## src/rtl/mem_arb_pkg.sv

```systemverilog
// Shared types for the memory port arbiter: FSM states, grant owner and transfer size codes.
package mem_arb_pkg;

  typedef enum logic [1:0] {
    IDLE = 2'd0,
    REQ  = 2'd1,
    WAIT = 2'd2,
    ERR  = 2'd3
  } arb_state_e;

  typedef enum logic [1:0] {
    GNT_NONE = 2'd0,
    GNT_IF   = 2'd1,
    GNT_D    = 2'd2
  } arb_gnt_e;

  localparam logic [2:0] SZ_BYTE   = 3'b000;
  localparam logic [2:0] SZ_HALF   = 3'b001;
  localparam logic [2:0] SZ_WORD   = 3'b010;
  localparam logic [2:0] SZ_BYTE_U = 3'b100;
  localparam logic [2:0] SZ_HALF_U = 3'b101;

endpackage

```

## src/rtl/mem_arb_timeout.sv

```systemverilog
// Access watchdog: counts cycles while an access is in flight and flags when the
// limit is reached. Only instantiated when MEM_ARB_TIMEOUT_EN is defined.
module mem_arb_timeout #(
  parameter int unsigned TIMEOUT_CYCLES = 255
) (
  input  logic clk,
  input  logic rst,
  input  logic clear,
  input  logic run,
  output logic expired
);

  localparam int unsigned CntW = (TIMEOUT_CYCLES > 1) ? $clog2(TIMEOUT_CYCLES) : 1;
  localparam logic [CntW-1:0] Limit = CntW'(TIMEOUT_CYCLES - 1);

  logic [CntW-1:0] count_q;

  // expired is asserted during the TIMEOUT_CYCLES-th cycle of the access
  assign expired = run && (count_q == Limit);

  always_ff @(posedge clk) begin
    if (rst) begin
      count_q <= '0;
    end else if (clear) begin
      count_q <= '0;
    end else if (run && !expired) begin
      count_q <= count_q + 1'b1;
    end
  end

endmodule

```

## src/rtl/mem_port_arbiter.sv

```systemverilog
// Arbitrates fetch and data ports onto one single-port memory, data side first.
// Optional access watchdog enabled by defining MEM_ARB_TIMEOUT_EN.
module mem_port_arbiter
  import mem_arb_pkg::*;
#(
  parameter int unsigned TIMEOUT_CYCLES = 255
) (
  input  logic        CLK,
  input  logic        rst,
  input  logic        if_req,
  input  logic [31:0] if_addr,
  output logic [31:0] if_rdata,
  output logic        if_valid,
  input  logic        d_req,
  input  logic        d_we,
  input  logic [31:0] d_addr,
  input  logic [31:0] d_wdata,
  input  logic [2:0]  d_type,
  output logic [31:0] d_rdata,
  output logic        d_valid,
  output logic        cpu_stall,
  output logic        mem_req,
  output logic        mem_we,
  output logic [31:0] mem_addr,
  output logic [31:0] mem_wdata,
  output logic [2:0]  mem_type,
  input  logic        mem_ready,
  input  logic        mem_rvalid,
  input  logic [31:0] mem_rdata,
  output logic        arb_err
);

  arb_state_e state_q;
  arb_gnt_e   gnt_q;
  logic       done;
  logic       timeout_hit;

`ifdef MEM_ARB_TIMEOUT_EN
  mem_arb_timeout #(
    .TIMEOUT_CYCLES(TIMEOUT_CYCLES)
  ) u_timeout (
    .clk    (CLK),
    .rst    (rst),
    .clear  (state_q == IDLE),
    .run    ((state_q == REQ) || (state_q == WAIT)),
    .expired(timeout_hit)
  );
`else
  // Watchdog absent: the parameter is accepted but has no effect.
  assign timeout_hit = (TIMEOUT_CYCLES == 0) && 1'b0;
`endif

  // A ready+rvalid pair in REQ completes the access without visiting WAIT.
  assign done = ((state_q == REQ) && mem_ready && mem_rvalid) ||
                ((state_q == WAIT) && mem_rvalid);

  assign cpu_stall = (if_req && !if_valid) || (d_req && !d_valid) || (state_q == ERR);

  always_ff @(posedge CLK) begin
    if (rst) begin
      state_q   <= IDLE;
      gnt_q     <= GNT_NONE;
      mem_req   <= 1'b0;
      mem_we    <= 1'b0;
      mem_addr  <= '0;
      mem_wdata <= '0;
      mem_type  <= '0;
      if_rdata  <= '0;
      if_valid  <= 1'b0;
      d_rdata   <= '0;
      d_valid   <= 1'b0;
      arb_err   <= 1'b0;
    end else begin
      if_valid <= 1'b0;
      d_valid  <= 1'b0;
      case (state_q)
        IDLE: begin
          // The completion cycle is spent here; the finished requester still holds req.
          if (!if_valid && !d_valid) begin
            if (d_req) begin
              gnt_q     <= GNT_D;
              mem_req   <= 1'b1;
              mem_we    <= d_we;
              mem_addr  <= d_addr;
              mem_wdata <= d_wdata;
              mem_type  <= d_type;
              state_q   <= REQ;
            end else if (if_req) begin
              gnt_q     <= GNT_IF;
              mem_req   <= 1'b1;
              mem_we    <= 1'b0;
              mem_addr  <= if_addr;
              mem_wdata <= '0;
              mem_type  <= SZ_WORD;
              state_q   <= REQ;
            end
          end
        end
        REQ, WAIT: begin
          if (done) begin
            state_q <= IDLE;
            mem_req <= 1'b0;
            gnt_q   <= GNT_NONE;
            if (gnt_q == GNT_D) begin
              d_valid <= 1'b1;
              d_rdata <= mem_rdata;
            end else begin
              if_valid <= 1'b1;
              if_rdata <= mem_rdata;
            end
          end else if (timeout_hit) begin
            state_q <= ERR;
            mem_req <= 1'b0;
            gnt_q   <= GNT_NONE;
            arb_err <= 1'b1;
          end else if ((state_q == REQ) && mem_ready) begin
            state_q <= WAIT;
            mem_req <= 1'b0;
          end
        end
        ERR: begin
          state_q <= ERR;
        end
        default: begin
          state_q <= IDLE;
        end
      endcase
    end
  end

endmodule

```

## config.mk

```make
export PLATFORM = sky130hd
export DESIGN_NAME = mem_port_arbiter
export DESIGN_NICKNAME = d
export VERILOG_FILES = /design/src/rtl/mem_arb_pkg.sv /design/src/rtl/mem_arb_timeout.sv /design/src/rtl/mem_port_arbiter.sv
export SDC_FILE = /design/constraint.sdc
export NUM_CORES = 1
export LEC_CHECK = 0
export ABC_AREA = 0
export BUFFER_PORTS_ARGS = -buffer_cell sky130_fd_sc_hd__buf_2
export CAP_MARGIN = 10
export CORE_MARGIN = 4
export CORE_UTILIZATION = 42
export CTS_BUF_LIST = sky130_fd_sc_hd__clkbuf_8
export DETAILED_ROUTE_END_ITERATION = 7
export PLACE_DENSITY = 0.88
export SETUP_SLACK_MARGIN = 0.5
export SLEW_MARGIN = 10
export SYNTH_ARGS = -nofsm -noshare
export SYNTH_HDL_FRONTEND = slang
export SYNTH_HIERARCHICAL = 1
export SYNTH_SLANG_ARGS = --single-unit
```

## constraint.sdc

```tcl
create_clock -name CLK -period 1.8 [get_ports CLK]
set_clock_uncertainty 0.15 [all_clocks]
set_input_delay 0.18 -clock CLK [delete_from_list [all_inputs] [get_ports CLK]]
set_output_delay 0.18 -clock CLK [all_outputs]
set_load 0.01 [all_outputs]
```

==> results.txt, run 1 <==
worst r2r path cells = 8
Worst EP arrival = 2.31 ns
DR iter-0 viols = 900
Finished Cell Area = 0.01017 mm2
Initial Util = 43.58%
share of post-route cells with drive strength above 1 = 46.21%
slowest CP cell = or3b_4
Final min period = 2.139 ns
H-tree Lvls = 4
DR vias = 7323
Worst Tran Pin Value = 0.7890 ns
first-pass GRT wire length = 36780 um
RSZ-0062 raised after global routing = yes
Post-synth top cells = 167 x nand2_1, 139 x dfxtp_1, 105 x a21oi_1, 39 x clkbuf_1, 36 x nor2_1
vias per std cell = 5.735
placed cells = 1054
post-synth top area share = 52.50%
ys flop type = dfxtp_1
synthesized flop and latch total = 139
die area = 0.01448 mm2
TNS Setup = -17.05 ns
most frequent cell after synthesis = nand2_1
clock share of power = 25.3%
synthesis-to-finish area growth = 91.86%
Post-Route WL = 29170 um
synthesized area = 0.005300 mm2
core area = 0.01216 mm2
Syn Area/Cell = 8.320 um2
Sink Count = 139
Hold Path Stages = 4
final worst-path cycle share = 118.9%
WL met2 = 14560 um
RR Endpoint = mem_addr[10]$_SDFFE_PP0P_
DR pass1 iterations = 6
Slew Limit Fails = 0
Port Buffer Count = 273
syn_nets = 779
Reg2Reg Setup Slack = -0.34 ns
status = finished with violations
hold_sp = mem_ready
Worst setup EP type = register
Int Pwr = 7.893 mW
total CTS buffers = 17
VDD IR-drop max = 0.8875 mV
max incr delay on CP = 0.40 ns
FFs w/ async S/R, synth = 0%
# DRC = 0
die height = 120.3 um
met3 WL post-DR = 3150 um
non-filler cells, final = 1277
GRT overflow = 0
Detail Placement HPWL = 11250 um
vias in the first global route = 7146
gr usage total = 32.25%
crit path max fanout = 8
combinational share of power = 42.8%
Most Frequent Cell on Critical Path = buf_12
pwr dens = 1207 mW/mm2
Worst Hold Class = in2reg
WS Path Type = reg2reg
Power Total = 12.27 mW
Clock Tree Root = clkbuf_8
Ports = 275
worst hold margin = 0.06104 ns
Cell Chain, Critical Path = inv_4 -> ha_4 -> or3b_4 -> nor2_4 -> buf_12 -> buf_12 -> nor2_1 -> a211oi_2
crit path launch type = register
hold path endpoint = state_q[1]$_SDFFE_PP0P_
YS warnings = 6
clock transition at the registers of the reported paths = 0.09 ns
Routed WL per cell = 22.84 um
remaining antenna violation count after routing = 0
maximum root-to-sink buffer count = 2
gpl congestion = 0.8004
fmax = 0.4674 GHz
dominant cell type by area after synthesis = dfxtp_1
layout net count = 1237
Buf/Inv on CP = 3
Final Hold Viols = 0
Placed Area = 0.007057 mm2
Post-Syn Instances = 637
cell leakage power = 4.560 nW
number of synthesized flops with an enable pin = 0
FILL cells = 599
Sw Ratio = 35.69%
largest net degree at the start of global routing = 78
Largest delay share family, worst path = simple AND/OR/NAND/NOR gates
clock latency on the worst-skew pair = 0.44 ns
NetSw = 4.380 mW
worst path required time = 1.97 ns
Post-Route M1 WL = 9099 um
worst r2r src = state_q[1]$_SDFFE_PP0P_
Seq/Total Area, Yosys = 52.50%
failing checks = negative setup slack
max layer used = met4
final setup fails = 136
sequential power share = 31.8%
antenna violations before repair = 0
Slew HR = 47.40%
CTS tree = built
row cnt = 40
Max Cap Viol = 0
Die X = 120.3 um
Netlist cell types = 29
top post-synthesis cells by area = dfxtp_1 53%, nand2_1 12%, a21oi_1 9.9%
Worst Setup Slack, final = -0.3393 ns
[worst register-to-register path, cell delays in order, from the launching register on]
cell and delay (ns):
dfxtp_2 0.34, inv_4 0.08, ha_4 0.12, or3b_4 0.40, nor2_4 0.18, buf_12 0.16, buf_12 0.12, nor2_1 0.08
a211oi_2 0.38
[per-stage QoR]
step / utilization [%] / worst slack (ns)
CTS: 75.49 / -0.1114
global placement: 58.02 / -0.02671
detailed placement: 58.02 / -0.1323
global route: 83.59 / -0.3886
floorplan: - / -0.07644
finish: 83.61 / -0.3393
[power by group through the flow]
stage	sequential [mW]	combinational, mW	clock (mW)
finish	3.91	5.26	3.11
global route	3.93	5.47	3.21
CTS	3.76	3.49	3.07
detailed placement	3.83	3.03	0
global placement	3.82	2.94	0
floorplan	4.03	1.61	0
[metal layers]
metal	vias up	track usage, %
li1	3078	-
met1	3381	32.95
met2	665	57.11
met3	199	9.214
met4	0	21.53
met5	-	0
[layout by cell type (no fill, tap or decap), drive strengths merged, types with 4 or more instances in the layout]
cell         instances
a211oi              33
a21oi              105
buf                352
bufinv               6
clkbuf              23
clkinv               4
dfxtp              139
dlygate4sd3        133
ha                   4
inv                  8
mux2i               32
nand2              167
nand3               35
nor2                36
nor3                 5
[state kept, by name, summed over array words and instances (netlist names)]
signal,cells
d_rdata,32
d_valid,1
gnt_q,2
if_rdata,32
if_valid,1
mem_addr,32
mem_req,1
mem_type,3
mem_wdata,32
mem_we,1
state_q,2
[final cells by class]
cell class,instances,area [um2],area share (%)
diodes,1,2.502,0.02461
clock buffers,17,234.0,2.301
clock inverters,15,246.5,2.424
inverters,6,27.53,0.2707
multi-input cells,438,2703,26.58
flip-flops and latches,139,2806,27.60
well taps,168,210.2,2.067
repair buffers,493,3939,38.74
[timing repair]
item | in CTS | in global routing
pin swaps | 8 | 49
resized for setup | 19 | 158
setup endpoints to repair | 143 | 219
cloned | 7 | 7
buffers inserted | 8 | 35
hold endpoints to repair | 137 | 0
hold buffers | 133 | 0
[logic make-up after synthesis]
logic type | after synthesis | synth area share, %
fa+ha+maj | 4 | 0.9443
other cells | 1 | 0.07075
flops | 139 | 52.50
simple gates | 252 | 19.26
mux | 32 | 6.043
buf+inv | 60 | 4.957
compound gates | 149 | 16.22
[how the worst max path moves through the flow]
| stage | startpoint | to | depth (start not counted) |
|---|---|---|---|
| after floorplan | state_q[1]$_SDFFE_PP0P_ | gnt_q[1]$_SDFFE_PP0P_ | 7 |
| final | state_q[1]$_SDFFE_PP0P_ | mem_addr[10]$_SDFFE_PP0P_ | 8 |
| after detailed placement | state_q[1]$_SDFFE_PP0P_ | mem_addr[7]$_SDFFE_PP0P_ | 8 |
| after CTS | state_q[0]$_SDFFE_PP0P_ | d_rdata[22]$_SDFFE_PP0P_ | 8 |
| after global routing | state_q[0]$_SDFFE_PP0P_ | mem_addr[7]$_SDFFE_PP0P_ | 9 |
| after global placement | state_q[1]$_SDFFE_PP0P_ | gnt_q[1]$_SDFFE_PP0P_ | 6 |
Power figures use the tool's default switching activity.
==> run 2: changes to the inputs <==
HOLD_SLACK_MARGIN = 0.15   (was not set)
REMOVE_ABC_BUFFERS = 1   (was not set)
==> run 2 against run 1 <==
Against the previous run: the flow still finishes with violations (negative setup slack); core utilization is 3.8 points higher; setup slack gained 0.11 ns; routed wire length is 7.7% higher; register-to-register slack gained 0.11 ns; global-route usage up 4.0 points; via count increased by 3.7%; critical path depth is the same; count of clock-buffer cells in the layout increased by 1; critical path type unchanged; highest routed layer unchanged.
==> results.txt, run 2 (synthesis gave the netlist of run 1 again) <==
commonest non-fill, non-tap cell in the layout = buf_2 (unchanged)
area of the multi-input gates = 0.003045 mm2 (was 0.002703 mm2)
remaining antenna violation count after routing = 0 (unchanged)
RSZ-0062 raised after global routing = yes (unchanged)
status = finished with violations (unchanged)
Max Cap Viol = 0 (unchanged)
FILL cells = 510 (was 599)
pwr dens = 1126 mW/mm2 (was 1207 mW/mm2)
Post-Route WL = 31420 um (was 29170 um)
most frequent cells in the layout = 248 x buf_2, 136 x dlygate4sd3_1, 91 x nand2_1 (was 256 x buf_2, 140 x nand2_1, 133 x dlygate4sd3_1)
# DRC = 0 (unchanged)
Int Pwr = 7.571 mW (was 7.893 mW)
row cnt = 40 (unchanged)
Sink Count = 139 (unchanged)
DR pass1 iterations = 5 (was 6)
NetSw = 4.402 mW (was 4.380 mW)
crit path max fanout = 31 (was 8)
Final Hold Viols = 0 (unchanged)
Final min period = 2.027 ns (was 2.139 ns)
Clock Tree Root = clkbuf_8 (unchanged)
Finished Cell Area = 0.01063 mm2 (was 0.01017 mm2)
VDD IR-drop max = 0.6529 mV (was 0.8875 mV)
first-pass GRT wire length = 41010 um (was 36780 um)
vias in the first global route = 7466 (was 7146)
clock latency on the worst-skew pair = 0.43 ns (was 0.44 ns)
post-layout utilization of the core = 87.41% (was 83.61%)
crit path launch type = register (unchanged)
Power Total = 11.97 mW (was 12.27 mW)
vias per std cell = 5.976 (was 5.735)
gr usage total = 36.21% (was 32.25%)
Die X = 120.3 um (unchanged)
die area = 0.01448 mm2 (unchanged)
CTS tree = built (unchanged)
Routed WL per cell = 24.72 um (was 22.84 um)
Sw Ratio = 36.77% (was 35.69%)
total CTS buffers = 17 (unchanged)
layout net count = 1231 (was 1237)
antenna violations before repair = 0 (unchanged)
Ports = 275 (unchanged)
synthesis-to-finish area growth = 100.6% (was 91.86%)
Worst Hold Class = in2reg (unchanged)
die height = 120.3 um (unchanged)
DR vias = 7596 (was 7323)
clock transition at the registers of the reported paths = 0.09 ns (about the same)
largest net degree at the start of global routing = 73 (was 78)
TNS Setup = -12.55 ns (was -17.05 ns)
worst path required time = 1.98 ns (was 1.97 ns)
share of post-route cells with drive strength above 1 = 58.71% (was 46.21%)
Detail Placement HPWL = 12030 um (was 11250 um)
H-tree Lvls = 4 (unchanged)
sequential cell area = 0.002897 mm2 (was 0.002806 mm2)
DR iter-0 viols = 1240 (was 900)
maximum root-to-sink buffer count = 2 (unchanged)
combinational share of power = 44.0% (was 42.8%)
# hold bufs at CTS = 136 (was 133)
sequential power share = 32.9% (was 31.8%)
final worst-path cycle share = 112.6% (was 118.9%)
fmax = 0.4934 GHz (was 0.4674 GHz)
Worst Setup Slack, final = -0.2268 ns (was -0.3393 ns)
WS Path Type = reg2reg (unchanged)
Placed Area = 0.006929 mm2 (was 0.007057 mm2)
clock share of power = 23.1% (was 25.3%)
final setup fails = 134 (was 136)
Worst EP arrival = 2.21 ns (was 2.31 ns)
cell leakage power = 4.676 nW (was 4.560 nW)
core area = 0.01216 mm2 (unchanged)
Slew Limit Fails = 0 (unchanged)
failing checks = negative setup slack (unchanged)
gpl congestion = 0.8433 (was 0.8004)
Worst setup EP type = register (unchanged)
GRT overflow = 0 (unchanged)
Port Buffer Count = 273 (unchanged)
pre-CTS setup slack = -0.1697 ns (was -0.1323 ns)
Initial Util = 43.58% (unchanged)
-- run 2: final cells by class --
cell class / instances / area share [%]
antenna: 1 / 0.02354
clock inverter: 14 / 1.601
multi-input combinational: 438 / 28.65
sequential: 139 / 27.25
tap: 168 / 1.977
timing repair buffer: 487 / 37.96
inverter: 6 / 0.2119
clock buffer: 18 / 2.331
-- run 2: what timing repair did --
action / 4_1_cts / 5_1_grt
pin swaps: 68 / 36
endpoints found under the setup margin: 147 / 232
setup buffers: 14 / 22
gates cloned: 17 / 2
resized for setup: 153 / 201
endpoints found under the hold margin: 139 / 3
-- run 2: final timing paths --
path              slack, ns                   endpoint  depth (start not counted)                 startpoint
setup / recovery      -0.23  mem_addr[27]$_SDFFE_PP0P_                          8    state_q[1]$_SDFFE_PP0P_
hold / removal         0.15  mem_wdata[1]$_SDFFE_PP0P_                          4                      d_req
setup reg to reg      -0.23  mem_addr[27]$_SDFFE_PP0P_                          8    state_q[1]$_SDFFE_PP0P_
hold reg to reg        0.30  mem_wdata[4]$_SDFFE_PP0P_                          2  mem_wdata[4]$_SDFFE_PP0P_
-- run 2: power groups by stage --
| stage | clock network, mW | registers, mW | logic [mW] |
|---|---|---|---|
| 6_report | 2.77 | 3.94 | 5.27 |
| 5_1_grt | 2.87 | 3.97 | 5.47 |
| 4_1_cts | 2.68 | 3.80 | 4.28 |
| 3_5_place_dp | 0 | 3.83 | 2.75 |
| 3_3_place_gp | 0 | 3.81 | 2.68 |
| 2_1_floorplan | 0 | 3.88 | 1.07 |
-- run 2: per-stage QoR --
stage                     cells  hold slack, ns
after floorplan             583         0.09907
after global placement     1047          0.2834
after detailed placement   1047          0.2883
after CTS                  1246          0.1037
after global routing       1270          0.1406
final                      1271          0.1507
-- run 2: routing by layer --
layer  vias up  share of wire (%)  GRT usage, %
li1       3066                  -             -
met1      3487                 33         39.26
met2       807                 46         61.05
met3       236                 13         10.62
met4         0                8.1         24.50
met5         -                  0             0
-- run 2: worst max-delay path: stages (launching register included) --
cell and delay [ns]:
dfxtp_2 0.34, inv_2 0.08, ha_4 0.13, or3b_4 0.39, nor2_4 0.12, buf_12 0.14
buf_16 0.18, nor2_1 0.07, a211oi_1 0.31
==> run 3: changes to the inputs <==
CELL_PAD_IN_SITES_DETAIL_PLACEMENT = 0   (was not set)
CELL_PAD_IN_SITES_GLOBAL_PLACEMENT = 1   (was not set)
CORE_UTILIZATION = 29   (was 42)
PLACE_DENSITY = 0.87   (was 0.88)
==> run 3 against run 2 <==
Against the previous run: the run still ends with negative setup slack left; global-route usage shrank 16 points; combinational power is 12% lower; hold slack worse by 0.027 ns; setup slack improved by 0.054 ns; cell count grew 4.4%; register-to-register slack improved by 0.05 ns; critical path depth unchanged; sequential share of layout area decreased by 0.97 points; first-iteration DRC count fell by 78%.
==> results.txt, run 3 (synthesis gave the netlist of run 1 again) <==
layout net count = 1228 (was 1231)
Port Buffer Count = 273 (unchanged)
gpl congestion = 0.8201 (was 0.8433)
hold_sp = d_req (unchanged)
final worst-path cycle share = 109.6% (was 112.6%)
combinational share of power = 39.9% (was 44.0%)
crit path max fanout = 19 (was 31)
core area = 0.01796 mm2 (was 0.01216 mm2)
vias in the first global route = 6258 (was 7466)
WS Path Type = reg2reg (unchanged)
Sink Count = 139 (unchanged)
row cnt = 49 (was 40)
Finished Cell Area = 0.01079 mm2 (was 0.01063 mm2)
antenna violations before repair = 0 (unchanged)
Slew HR = 24.77%
DR iter-0 viols = 270 (was 1240)
DR pass1 iterations = 4 (was 5)
Worst Hold Class = in2reg (unchanged)
GRT overflow = 0 (unchanged)
vias per std cell = 4.912 (was 5.976)
Detail Placement HPWL = 11930 um (was 12030 um)
worst r2r path cells = 8 (unchanged)
Max Cap Viol = 0 (unchanged)
synthesis-to-finish area growth = 103.6% (was 100.6%)
final setup fails = 117 (was 134)
gr usage total = 20.22% (was 36.21%)
Die X = 143.2 um (was 120.3 um)
Sw Ratio = 33.39% (was 36.77%)
max incr delay on CP = 0.40 ns (was 0.39 ns)
# DRC = 0 (unchanged)
total CTS buffers = 17 (unchanged)
RSZ-0062 raised after global routing = yes (unchanged)
Worst EP arrival = 2.16 ns (was 2.21 ns)
pwr dens = 1073 mW/mm2 (was 1126 mW/mm2)
Clock Tree Root = clkbuf_8 (unchanged)
VDD IR-drop max = 0.7311 mV (was 0.6529 mV)
cell leakage power = 4.884 nW (was 4.676 nW)
NetSw = 3.868 mW (was 4.402 mW)
maximum root-to-sink buffer count = 2 (unchanged)
Reg2Reg Setup Slack = -0.17 ns (was -0.23 ns)
remaining antenna violation count after routing = 0 (unchanged)
status = finished with violations (unchanged)
most frequent cells in the layout = 242 x buf_2, 138 x dlygate4sd3_1, 96 x dfxtp_1 (was 248 x buf_2, 136 x dlygate4sd3_1, 91 x nand2_1)
clock transition at the registers of the reported paths = 0.09 ns (about the same)
Most Frequent Cell on Critical Path = buf_12
fmax = 0.5069 GHz (was 0.4934 GHz)
die area = 0.02050 mm2 (was 0.01448 mm2)
largest net degree at the start of global routing = 68 (was 73)
H-tree Lvls = 4 (unchanged)
sequential power share = 33.4% (was 32.9%)
Worst setup EP type = register (unchanged)
Cell Chain, Critical Path = inv_2 -> ha_4 -> or3b_4 -> nor2_4 -> buf_12 -> buf_12 -> nor2_1 -> a211oi_2 (was inv_2 -> ha_4 -> or3b_4 -> nor2_4 -> buf_12 -> buf_16 -> nor2_1 -> a211oi_1)
crit path launch type = register (unchanged)
TNS Setup = -9.006 ns (was -12.55 ns)
Routed WL per cell = 18.70 um (was 24.72 um)
Final Hold Viols = 0 (unchanged)
slowest CP cell = or3b_4 (unchanged)
first-pass GRT wire length = 32690 um (was 41010 um)
Worst Tran Pin Value = 1.128 ns
clock share of power = 26.8% (was 23.1%)
Final min period = 1.973 ns (was 2.027 ns)
number of diodes = 0 (was 1)
Initial Util = 29.50% (was 43.58%)
Post-Route WL = 24810 um (was 31420 um)
Ports = 275 (unchanged)
DR vias = 6518 (was 7596)
commonest non-fill, non-tap cell in the layout = buf_2 (unchanged)
Placed Area = 0.007156 mm2 (was 0.006929 mm2)
worst r2r src = state_q[0]$_SDFFE_PP0P_ (was state_q[1]$_SDFFE_PP0P_)
Int Pwr = 7.715 mW (was 7.571 mW)
share of post-route cells with drive strength above 1 = 53.55% (was 58.71%)
worst path required time = 1.99 ns (was 1.98 ns)
hold path endpoint = mem_wdata[20]$_SDFFE_PP0P_ (was mem_wdata[1]$_SDFFE_PP0P_)
Worst Setup Slack, final = -0.1729 ns (was -0.2268 ns)
clock latency on the worst-skew pair = 0.43 ns (about the same)
failing checks = negative setup slack (unchanged)
Hold Path Stages = 4 (unchanged)
die height = 143.2 um (was 120.3 um)
CTS tree = built (unchanged)
Slew Limit Fails = 0 (unchanged)
RR Endpoint = mem_addr[12]$_SDFFE_PP0P_ (was mem_addr[27]$_SDFFE_PP0P_)
-- run 3: changes by cell type in the layout (fill, tap and decap cells not counted), moves of 7 or more --
cell      before  now
a21oi_2       47   57
buf_16        17    9
buf_6         17   39
nand3_1       25   32
dfxtp_2       85   43
buf_4         50   33
a211oi_1      13   25
nand2_4       22   61
a211oi_2      20    8
nand2_1       91   81
nand2_2       54   25
dfxtp_1       52   96
a21oi_1       57   47
-- run 3: how the worst max path moves through the flow --
stage                            startpoint                        end  slack, ns  cells after the start
floorplan           state_q[0]$_SDFFE_PP0P_   mem_type[1]$_SDFFE_PP0P_      -3.07                      6
global placement    state_q[0]$_SDFFE_PP0P_      gnt_q[1]$_SDFFE_PP0P_      -0.11                      6
CTS                 state_q[0]$_SDFFE_PP0P_  mem_addr[23]$_SDFFE_PP0P_      -0.09                      8
detailed placement  state_q[0]$_SDFFE_PP0P_      gnt_q[1]$_SDFFE_PP0P_      -0.15                      6
finish              state_q[0]$_SDFFE_PP0P_  mem_addr[12]$_SDFFE_PP0P_      -0.17                      8
global route        state_q[0]$_SDFFE_PP0P_  mem_addr[12]$_SDFFE_PP0P_      -0.25                      8
-- run 3: power by group through the flow --
stage,clock network [mW],registers (mW),logic [mW]
floorplan,0,3.88,1.07
global placement,0,3.81,2.99
detailed placement,0,3.82,3.01
CTS,3.16,3.77,3.57
global route,3.31,3.91,4.93
finish,3.10,3.86,4.62
-- run 3: critical path, delay by kind of cell (launching register included) --
| family | cells | cell delay, ns |
|---|---|---|
| DFF | 1 | 0.33 |
| and+or+nand+nor | 3 | 0.61 |
| adders and majority gates | 1 | 0.13 |
| buffers and inverters | 3 | 0.40 |
| AOI/OAI and AO/OA | 1 | 0.25 |
-- run 3: repair_timing --
item                                   in CTS  in global routing
setup endpoints to repair                 148                242
endpoints found under the hold margin     139                 26
setup buffers                               5                 15
cloned                                      8                  8
pin swaps                                   1                 85
hold buffers                              137                  2
resized for setup                          47                287
-- run 3: layer usage --
layer / up-vias / share of wire [%] / GRT usage, %
met5: - / 0 / 0
met4: 0 / 3.1 / 8.604
met3: 54 / 8.1 / 5.861
met2: 370 / 51 / 34.32
met1: 3034 / 38 / 23.82
li1: 3060 / - / -
-- run 3: through the flow --
| step | setup WS (ns) | util (%) | hold WS (ns) | std cells | power (mW) |
|---|---|---|---|---|---|
| floorplan | -3.074 | - | 0.09907 | 583 | 4.948 |
| global placement | -0.1091 | 39.83 | 0.2835 | 1121 | 6.792 |
| detailed placement | -0.1512 | 39.83 | 0.2887 | 1121 | 6.830 |
| CTS | -0.08863 | 52.66 | 0.07866 | 1302 | 10.50 |
| global route | -0.2549 | 60.08 | 0.09054 | 1327 | 12.15 |
| finish | -0.1729 | 60.08 | 0.1237 | 1327 | 11.58 |
-- run 3: final cells by class --
class,instances,area (um2)
Clock buffer,19,261.5
Timing Repair Buffer,484,4005
Fill cell,1395,7171
Sequential cell,139,2836
Inverter,6,22.52
Tap cell,229,286.5
Multi-Input combinational cell,438,3161
Clock inverter,12,220.2
